--- config.mk ---
export PLATFORM = sky130hd
export DESIGN_NAME = meas_report_sequencer
export DESIGN_NICKNAME = d
export VERILOG_FILES = /design/src/rtl/meas_report_sequencer.sv
export SDC_FILE = /design/constraint.sdc
export NUM_CORES = 1
export LEC_CHECK = 0
export BUFFER_PORTS_ARGS = -buffer_cell sky130_fd_sc_hd__clkbuf_2
export CAP_MARGIN = 5
export CORE_MARGIN = 1.5
export CORE_UTILIZATION = 49
export DETAILED_ROUTE_END_ITERATION = 10
export HOLD_SLACK_MARGIN = 0.15
export PLACE_DENSITY_LB_ADDON = 0.05
export REMOVE_ABC_BUFFERS = 1
export SYNTH_ARGS = -nofsm -noshare
export SYNTH_HDL_FRONTEND = slang
export SYNTH_SLANG_ARGS = --single-unit
--- constraint.sdc ---
create_clock -name clk_i -period 3.2 [get_ports clk_i]
set_input_delay 0 -clock clk_i [delete_from_list [all_inputs] [get_ports clk_i]]
set_output_delay 0 -clock clk_i [all_outputs]
set_load 0.01 [all_outputs]
--- src/rtl/meas_report_sequencer.sv ---
// meas_report_sequencer
// Wishbone master that runs a measurement/report cycle: programs the UART baud
// divisor once after reset, then per frame resets and starts a counter block,
// polls it for completion, reads N_CH 32-bit results into a local buffer and
// streams every byte of that buffer out through the UART (LSB first), then idles
// DELAY_CYC cycles before the next frame.
//
// Ports
//   clk_i, rst_i          clock, synchronous active-high reset
//   start_i               frame request (only when CONTINUOUS=0)
//   addr_o, dat_o, dat_i  Wishbone address / write data / read data
//   we_o, cyc_o, stb_o    Wishbone controls; lock_o tied low
//   sel_o                 byte select
//   ack_i, err_i, rty_i   Wishbone terminations (err > rty > ack)
//   state_o               current state encoding (table below)
//   result_o              last captured channel-0 value
//   frame_done_o          one-cycle pulse on entry to DELAY
//   err_o                 sticky fault flag, cleared only by rst_i
//
// state       | code | meaning
// INIT_BAUD   | 0    | write BAUD_WORD to 0x4 (once after reset)
// WAIT_START  | 1    | wait for start_i (or pass when CONTINUOUS=1)
// CNT_RST     | 2    | write 0x01 to 0x8, clear frame counters
// CNT_START   | 3    | write 0x80 to 0x8
// POLL_DONE   | 4    | read 0x8 until bit 6 set
// READ_CH     | 5    | read RESULT_BASE+k for k = 0..N_CH-1
// TX_LOAD     | 6    | write buffer word to 0x7, one-hot byte select
// TX_GO       | 7    | write 0x80 to 0x3
// TX_BUSY     | 8    | read 0x5 until bit 4 clear
// TX_READY    | 9    | read 0x5 until bit 4 set
// DELAY       | A    | bus idle for DELAY_CYC cycles
// FAULT       | F    | bus idle, err_o high until reset

module meas_report_sequencer #(
  parameter int          N_CH        = 2,
  parameter logic [31:0] RESULT_BASE = 32'h9,
  parameter logic [31:0] BAUD_WORD   = 32'h0096feb5,
  parameter int          DELAY_CYC   = 100,
  parameter int          CONTINUOUS  = 1,
  parameter int          MAX_RETRY   = 3,
  parameter int          TIMEOUT_CYC = 255
) (
  input  logic        clk_i,
  input  logic        rst_i,
  input  logic        start_i,
  output logic [31:0] addr_o,
  output logic [31:0] dat_o,
  input  logic [31:0] dat_i,
  output logic        we_o,
  output logic        cyc_o,
  output logic        stb_o,
  output logic        lock_o,
  output logic [3:0]  sel_o,
  input  logic        ack_i,
  input  logic        err_i,
  input  logic        rty_i,
  output logic [3:0]  state_o,
  output logic [31:0] result_o,
  output logic        frame_done_o,
  output logic        err_o
);

  localparam int NB = 4 * N_CH;
  localparam int CW = $clog2(NB) + 1;
  localparam int TW = $clog2(TIMEOUT_CYC + 1);
  localparam int DW = $clog2(DELAY_CYC + 1);
  localparam int RW = $clog2(MAX_RETRY + 2);

  typedef enum logic [3:0] {
    S_INIT_BAUD  = 4'h0,
    S_WAIT_START = 4'h1,
    S_CNT_RST    = 4'h2,
    S_CNT_START  = 4'h3,
    S_POLL_DONE  = 4'h4,
    S_READ_CH    = 4'h5,
    S_TX_LOAD    = 4'h6,
    S_TX_GO      = 4'h7,
    S_TX_BUSY    = 4'h8,
    S_TX_READY   = 4'h9,
    S_DELAY      = 4'hA,
    S_FAULT      = 4'hF
  } state_t;

  state_t          state_q, state_d;
  // busy_q high = access on the bus; every access is preceded by one idle cycle,
  // which also gives the mandatory drop after a termination or retry.
  logic            busy_q, busy_d;
  logic [TW-1:0]   tmo_q;
  logic [TW-1:0]   poll_q;
  logic [DW-1:0]   dly_q;
  logic [RW-1:0]   retry_q;
  logic [CW-1:0]   ch_q;
  logic [CW-1:0]   byte_q;
  logic [31:0]     data_buf [N_CH];
  logic [31:0]     result_q;
  logic            frame_done_q;

  logic            t_err, t_rty, t_ack;
  logic            poll_state, poll_exit, fault;
  logic [31:0]     tx_word;

  assign t_err = busy_q & err_i;
  assign t_rty = busy_q & ~err_i & rty_i;
  assign t_ack = busy_q & ~err_i & ~rty_i & ack_i;

  assign poll_state = (state_q == S_POLL_DONE) || (state_q == S_TX_BUSY) ||
                      (state_q == S_TX_READY);
  assign poll_exit  = t_ack & (((state_q == S_POLL_DONE) &  dat_i[6]) ||
                               ((state_q == S_TX_BUSY)   & ~dat_i[4]) ||
                               ((state_q == S_TX_READY)  &  dat_i[4]));

  always_comb begin
    tx_word = '0;
    for (int k = 0; k < N_CH; k++) begin
      if ((byte_q >> 2) == CW'(k)) tx_word = data_buf[k];
    end
  end

  // Bus outputs decode straight from state; they cannot move while busy_q is
  // high because state and indices only change on a termination.
  always_comb begin
    addr_o = '0;
    dat_o  = '0;
    we_o   = 1'b0;
    sel_o  = '0;
    if (busy_q) begin
      case (state_q)
        S_INIT_BAUD: begin addr_o = 32'h4; dat_o = BAUD_WORD; we_o = 1'b1; sel_o = 4'hF; end
        S_CNT_RST:   begin addr_o = 32'h8; dat_o = 32'h01;    we_o = 1'b1; sel_o = 4'h1; end
        S_CNT_START: begin addr_o = 32'h8; dat_o = 32'h80;    we_o = 1'b1; sel_o = 4'h1; end
        S_POLL_DONE: begin addr_o = 32'h8; sel_o = 4'hF; end
        S_READ_CH:   begin addr_o = RESULT_BASE + 32'(ch_q); sel_o = 4'hF; end
        S_TX_LOAD:   begin addr_o = 32'h7; dat_o = tx_word;   we_o = 1'b1;
                           sel_o = 4'b0001 << byte_q[1:0]; end
        S_TX_GO:     begin addr_o = 32'h3; dat_o = 32'h80;    we_o = 1'b1; sel_o = 4'h1; end
        S_TX_BUSY,
        S_TX_READY:  begin addr_o = 32'h5; sel_o = 4'hF; end
        default: ;
      endcase
    end
  end

  assign cyc_o        = busy_q;
  assign stb_o        = busy_q;
  assign lock_o       = 1'b0;
  assign state_o      = state_q;
  assign result_o     = result_q;
  assign frame_done_o = frame_done_q;
  assign err_o        = (state_q == S_FAULT);

  always_comb begin
    state_d = state_q;
    busy_d  = busy_q;
    fault   = 1'b0;
    case (state_q)
      S_WAIT_START: if (CONTINUOUS != 0 || start_i) state_d = S_CNT_RST;
      S_DELAY:      if (dly_q == '0) state_d = S_WAIT_START;
      S_FAULT:      ;
      default: begin
        if (!busy_q) begin
          busy_d = 1'b1;
        end else if (t_err) begin
          fault = 1'b1;
        end else if (t_rty) begin
          if (retry_q == RW'(MAX_RETRY)) fault = 1'b1;
          else busy_d = 1'b0;
        end else if (t_ack) begin
          busy_d = 1'b0;
          case (state_q)
            S_INIT_BAUD: state_d = S_WAIT_START;
            S_CNT_RST:   state_d = S_CNT_START;
            S_CNT_START: state_d = S_POLL_DONE;
            S_POLL_DONE: if (dat_i[6]) state_d = S_READ_CH;
            S_READ_CH:   if (ch_q == CW'(N_CH - 1)) state_d = S_TX_LOAD;
            S_TX_LOAD:   state_d = S_TX_GO;
            S_TX_GO:     state_d = S_TX_BUSY;
            S_TX_BUSY:   if (!dat_i[4]) state_d = S_TX_READY;
            S_TX_READY:  if (dat_i[4])
                           state_d = (byte_q == CW'(NB - 1)) ? S_DELAY : S_TX_LOAD;
            default: ;
          endcase
        end else if (tmo_q == '0) begin
          fault = 1'b1;
        end
      end
    endcase
    if (poll_state && poll_q == '0 && !poll_exit) fault = 1'b1;
    if (fault) begin
      state_d = S_FAULT;
      busy_d  = 1'b0;
    end
  end

  always_ff @(posedge clk_i) begin
    if (rst_i) begin
      state_q      <= S_INIT_BAUD;
      busy_q       <= 1'b0;
      tmo_q        <= '0;
      poll_q       <= '0;
      dly_q        <= '0;
      retry_q      <= '0;
      ch_q         <= '0;
      byte_q       <= '0;
      result_q     <= '0;
      frame_done_q <= 1'b0;
      for (int k = 0; k < N_CH; k++) data_buf[k] <= '0;
    end else begin
      state_q      <= state_d;
      busy_q       <= busy_d;
      frame_done_q <= (state_d == S_DELAY) && (state_q != S_DELAY);

      // Access timeout counts from the first cycle stb_o is high.
      if (!busy_q) tmo_q <= TW'(TIMEOUT_CYC - 1);
      else if (tmo_q != '0) tmo_q <= tmo_q - 1'b1;

      // Poll-loop timeout spans all retries of one poll state.
      if (state_d != state_q) poll_q <= TW'(TIMEOUT_CYC - 1);
      else if (poll_q != '0) poll_q <= poll_q - 1'b1;

      if (state_d == S_DELAY && state_q != S_DELAY) dly_q <= DW'(DELAY_CYC - 1);
      else if (state_q == S_DELAY && dly_q != '0) dly_q <= dly_q - 1'b1;

      if (t_ack) retry_q <= '0;
      else if (t_rty && retry_q != RW'(MAX_RETRY)) retry_q <= retry_q + 1'b1;

      if (state_q == S_CNT_RST) begin
        ch_q   <= '0;
        byte_q <= '0;
      end

      if (state_q == S_READ_CH && t_ack) begin
        for (int k = 0; k < N_CH; k++) begin
          if (ch_q == CW'(k)) data_buf[k] <= dat_i;
        end
        if (ch_q == '0) result_q <= dat_i;
        if (ch_q != CW'(N_CH - 1)) ch_q <= ch_q + 1'b1;
      end

      if (state_q == S_TX_READY && poll_exit && byte_q != CW'(NB - 1))
        byte_q <= byte_q + 1'b1;
    end
  end

endmodule
==> results.sh <==
export IMPL_place_area_um2=7420
export IMPL_syn_avg_cell_area_um2=10.4
export IMPL_chipWidth_um=120
export IMPL_cts_tree="done"
export IMPL_r2r_start="poll_q[0]"
export IMPL_cts_root_buf="clkbuf_16"
export IMPL_synth_adder_area_share_pct=2.44
export IMPL_grt_pass1_vias=5087
export IMPL_period_needed_ns=2.65
export IMPL_fin_nets=846
export IMPL_synthSimpleGateAreaFrac_pct=16.7
export IMPL_synth_area_um2=6680
export IMPL_drive_gt1_share_pct=22.5
export IMPL_maxCapViolCount=0
export IMPL_crit_path_start="poll_q[0]"
export IMPL_min_path_cells=5
export IMPL_area_growth_syn_to_layout_pct=24.7
export IMPL_timing_setup_tns_ns=0
export IMPL_fillers=1107
export IMPL_grt_busiest_layer="met2"
export IMPL_hold_viol=0
export IMPL_max_vdd_ir_drop_uv=375
export IMPL_critPathLaunchType="register"
export IMPL_power_uw=5320
export IMPL_p_per_area_nw_per_um2=639
export IMPL_fin_crit_sh_pct=82.8
export IMPL_dp_cells=917
export IMPL_tightestPinTransition_ns=0.816
export IMPL_clockBufferDepth=2
export IMPL_synthArstFlopShare_pct=0
export IMPL_crit_fanout=8
export IMPL_crit_chain="inv_1, ha_1, nor4b_1, o2111ai_1, o22ai_1, nor3_1, o31ai_4, a31oi_1"
export IMPL_wl_per_cell_um=15.6
export IMPL_finalSetupViolations=0
export IMPL_status="complete, no violations"
export IMPL_grt_pass1_wl_um=24600
export IMPL_synth_xor_area_share_pct=2.49
export IMPL_vias=5307
export IMPL_fp_row_count=42
export IMPL_crit_arrival_ns=2.93
export IMPL_track_usage_pct=22.1
export IMPL_netlist_instances=643
export IMPL_dieArea_um2=14300
export IMPL_cts_resized=0
export IMPL_antenna_cells=0
export IMPL_yosysWarnings=0
export IMPL_routabilityCongestion=0.831
export IMPL_layoutNonFillerInstCount=981
export IMPL_drt_iter0_drc=301
export IMPL_use_met1_pct=27.0
export IMPL_drt_pass1_iterations=5
export IMPL_numCtsBuffers=17
export IMPL_worst_path_max_delay_cell="nor4b_1"
export IMPL_finalClockSkew_ns=0.00740
export IMPL_slew_headroom_pct=44.2
export IMPL_cp_required_ns=3.48
export IMPL_hold_ws_ns=0.187
export IMPL_cts_max_level=4
export IMPL_clkSlewWorstSetupHoldPaths_ns=0.06
export IMPL_ys_seq_elements=136
export IMPL_end_kind="register"
export IMPL_hp_class="input port to register"
export IMPL_start_util_pct=50.2
export IMPL_grt_util_met3_pct=6.23
export IMPL_critPathMaxStageDelay_ns=0.51
export IMPL_final_area_um2=8330
export IMPL_r2r_end="poll_q[5]"
export IMPL_synthDistinctLibCells=66
export IMPL_drtAntennaViolNets=0
export IMPL_clock_latency_ns=0.42
export IMPL_max_freq_mhz=377
export IMPL_synth_flop_cell="dfxtp_1"
export IMPL_setup_worst_path_class="register to register"
export IMPL_remaining_drc_errors=0
export IMPL_dp_hpwl_um=9980
export IMPL_r2r_slack_ns=0.55
export IMPL_total_leakage_power_uw=0.00336
export IMPL_viasPerCell=5.41
export IMPL_ios=148
export IMPL_synth_compound_area_share_pct=15.1
export IMPL_slew_violations=0
export IMPL_wl_um=15300
export IMPL_clock_sinks=136
export IMPL_grt_use_met2_pct=36.4
export IMPL_crit_path_end="poll_q[5]"
export IMPL_synth_top_family_by_area="simple AND/OR/NAND/NOR gates"
export IMPL_port_buffers=118
export IMPL_synth_edf_count=64
export IMPL_rsz0062_at_grt="false"
export IMPL_grt_start_max_net_pins=36
export IMPL_ff2ff_path_depth=8
export IMPL_synthMuxAreaShare_pct=5.56
export IMPL_antenna_found_initial=0
export IMPL_die_h_um=120
export IMPL_core_area_um2=13300
export IMPL_seq_area_frac_synth_pct=50.4
export IMPL_grt_overflow=0
## per-stage QoR
stage	utilization (%)	setup WS (ns)
CTS	62.6	0.543
detailed placement	55.8	0.541
global route	62.6	0.296
global placement	55.8	0.614
finish	62.6	0.550
floorplan	-	-0.524
## timing repair
| item | in CTS | in global routing |
|---|---|---|
| hold endpoints to repair | 103 | 0 |
| setup buffers | 0 | 0 |
| hold buffers | 35 | 0 |
## layer usage
metal,vias up,wire [um],part of all wire [%]
met5,-,0,0
met4,0,284,1.9
met3,15,993,6.5
met2,187,7490,49
met1,2525,6580,43
li1,2580,-,-
## report_power, final
| group | internal [uW] | total [uW] | switching (uW) |
|---|---|---|---|
| Clock | 1130 | 1850 | 716 |
| Sequential | 1940 | 2040 | 107 |
| Combinational | 594 | 1420 | 830 |
| Total | 3660 | 5320 | 1650 |
## cell usage in the layout, fill, tap and decap left out, types with 6 or more instances in the layout
cell,n
a21oi_1,29
a22o_1,32
a31oi_1,13
and2_1,36
buf_4,19
clkbuf_16,17
clkbuf_2,118
conb_1,28
dfxtp_1,71
dlygate4sd3_1,35
edfxtp_1,64
ha_1,13
inv_1,20
mux2i_1,36
nand2_1,27
nand3_1,12
nor2_1,62
nor2b_1,8
nor3_1,17
nor3b_1,8
o21a_1,16
o21ai_0,17
xnor2_1,13
xor2_1,6
## worst min path at each step
stage          slack [ns]           end      start
2_1_floorplan        0.07     byte_q[0]      rst_i
3_3_place_gp         0.23  result_o[12]  dat_i[12]
3_5_place_dp         0.23  result_o[23]  dat_i[23]
4_1_cts              0.17         cyc_o      ack_i
5_1_grt              0.24    retry_q[1]      ack_i
6_report             0.19         cyc_o      ack_i
## critical path: cells and delay by family, from the launching register on
family                   cells  cell delay (ns)
flip-flops                   1             0.33
adder cells (fa/ha/maj)      1             0.19
AO/OA/AOI/OAI                4             1.23
AND/OR/NAND/NOR              2             0.70
buffers and inverters        1             0.06
## kinds of logic (layout without fill, tap and decap cells)
logic type	count (synthesis)	in the layout
AND/OR/NAND/NOR	207	207
AO/OA/AOI/OAI	140	140
flip-flops	136	136
buffers and inverters	90	225
multiplexers	37	37
XOR/XNOR	19	19
adder cells (fa/ha/maj)	13	13
other	1	28
## synth_stat cells, types with 12 or more instances
master | instances | share of area (%)
inv_1 | 20 | 1.1
buf_4 | 31 | 3.5
xnor2_1 | 13 | 1.7
a21oi_1 | 29 | 2.2
dfxtp_1 | 72 | 22
and2_1 | 36 | 3.4
edfxtp_1 | 64 | 29
mux2i_1 | 36 | 5.4
clkbuf_1 | 27 | 1.5
nand3_1 | 12 | 0.90
nor2_1 | 63 | 3.5
ha_1 | 13 | 2.4
o21ai_0 | 18 | 1.3
nor3_1 | 18 | 1.3
o21a_1 | 16 | 1.8
a22o_1 | 32 | 4.2
nand2_1 | 27 | 1.5
a31oi_1 | 13 | 1.2
## cell type report
type                    count  area [um^2]  share of cell area, %
inverters                  21         78.8                  0.947
clock buffers              18          429                   5.15
repair buffers            175         1140                   13.7
well taps                 176          220                   2.65
multi-input cells         444         2960                   35.6
clock inverters            11          126                   1.52
flip-flops and latches    136         3360                   40.4
## state kept, by name, summed over array words and instances, names as in the netlist
signal	flops
data_buf	64
result_o	32
poll_q	8
tmo_q	8
dly_q	7
byte_q	4
ch_q	4
state_o	4
retry_q	3
cyc_o	1
frame_done_o	1
(Power assumes the default switching activity.)
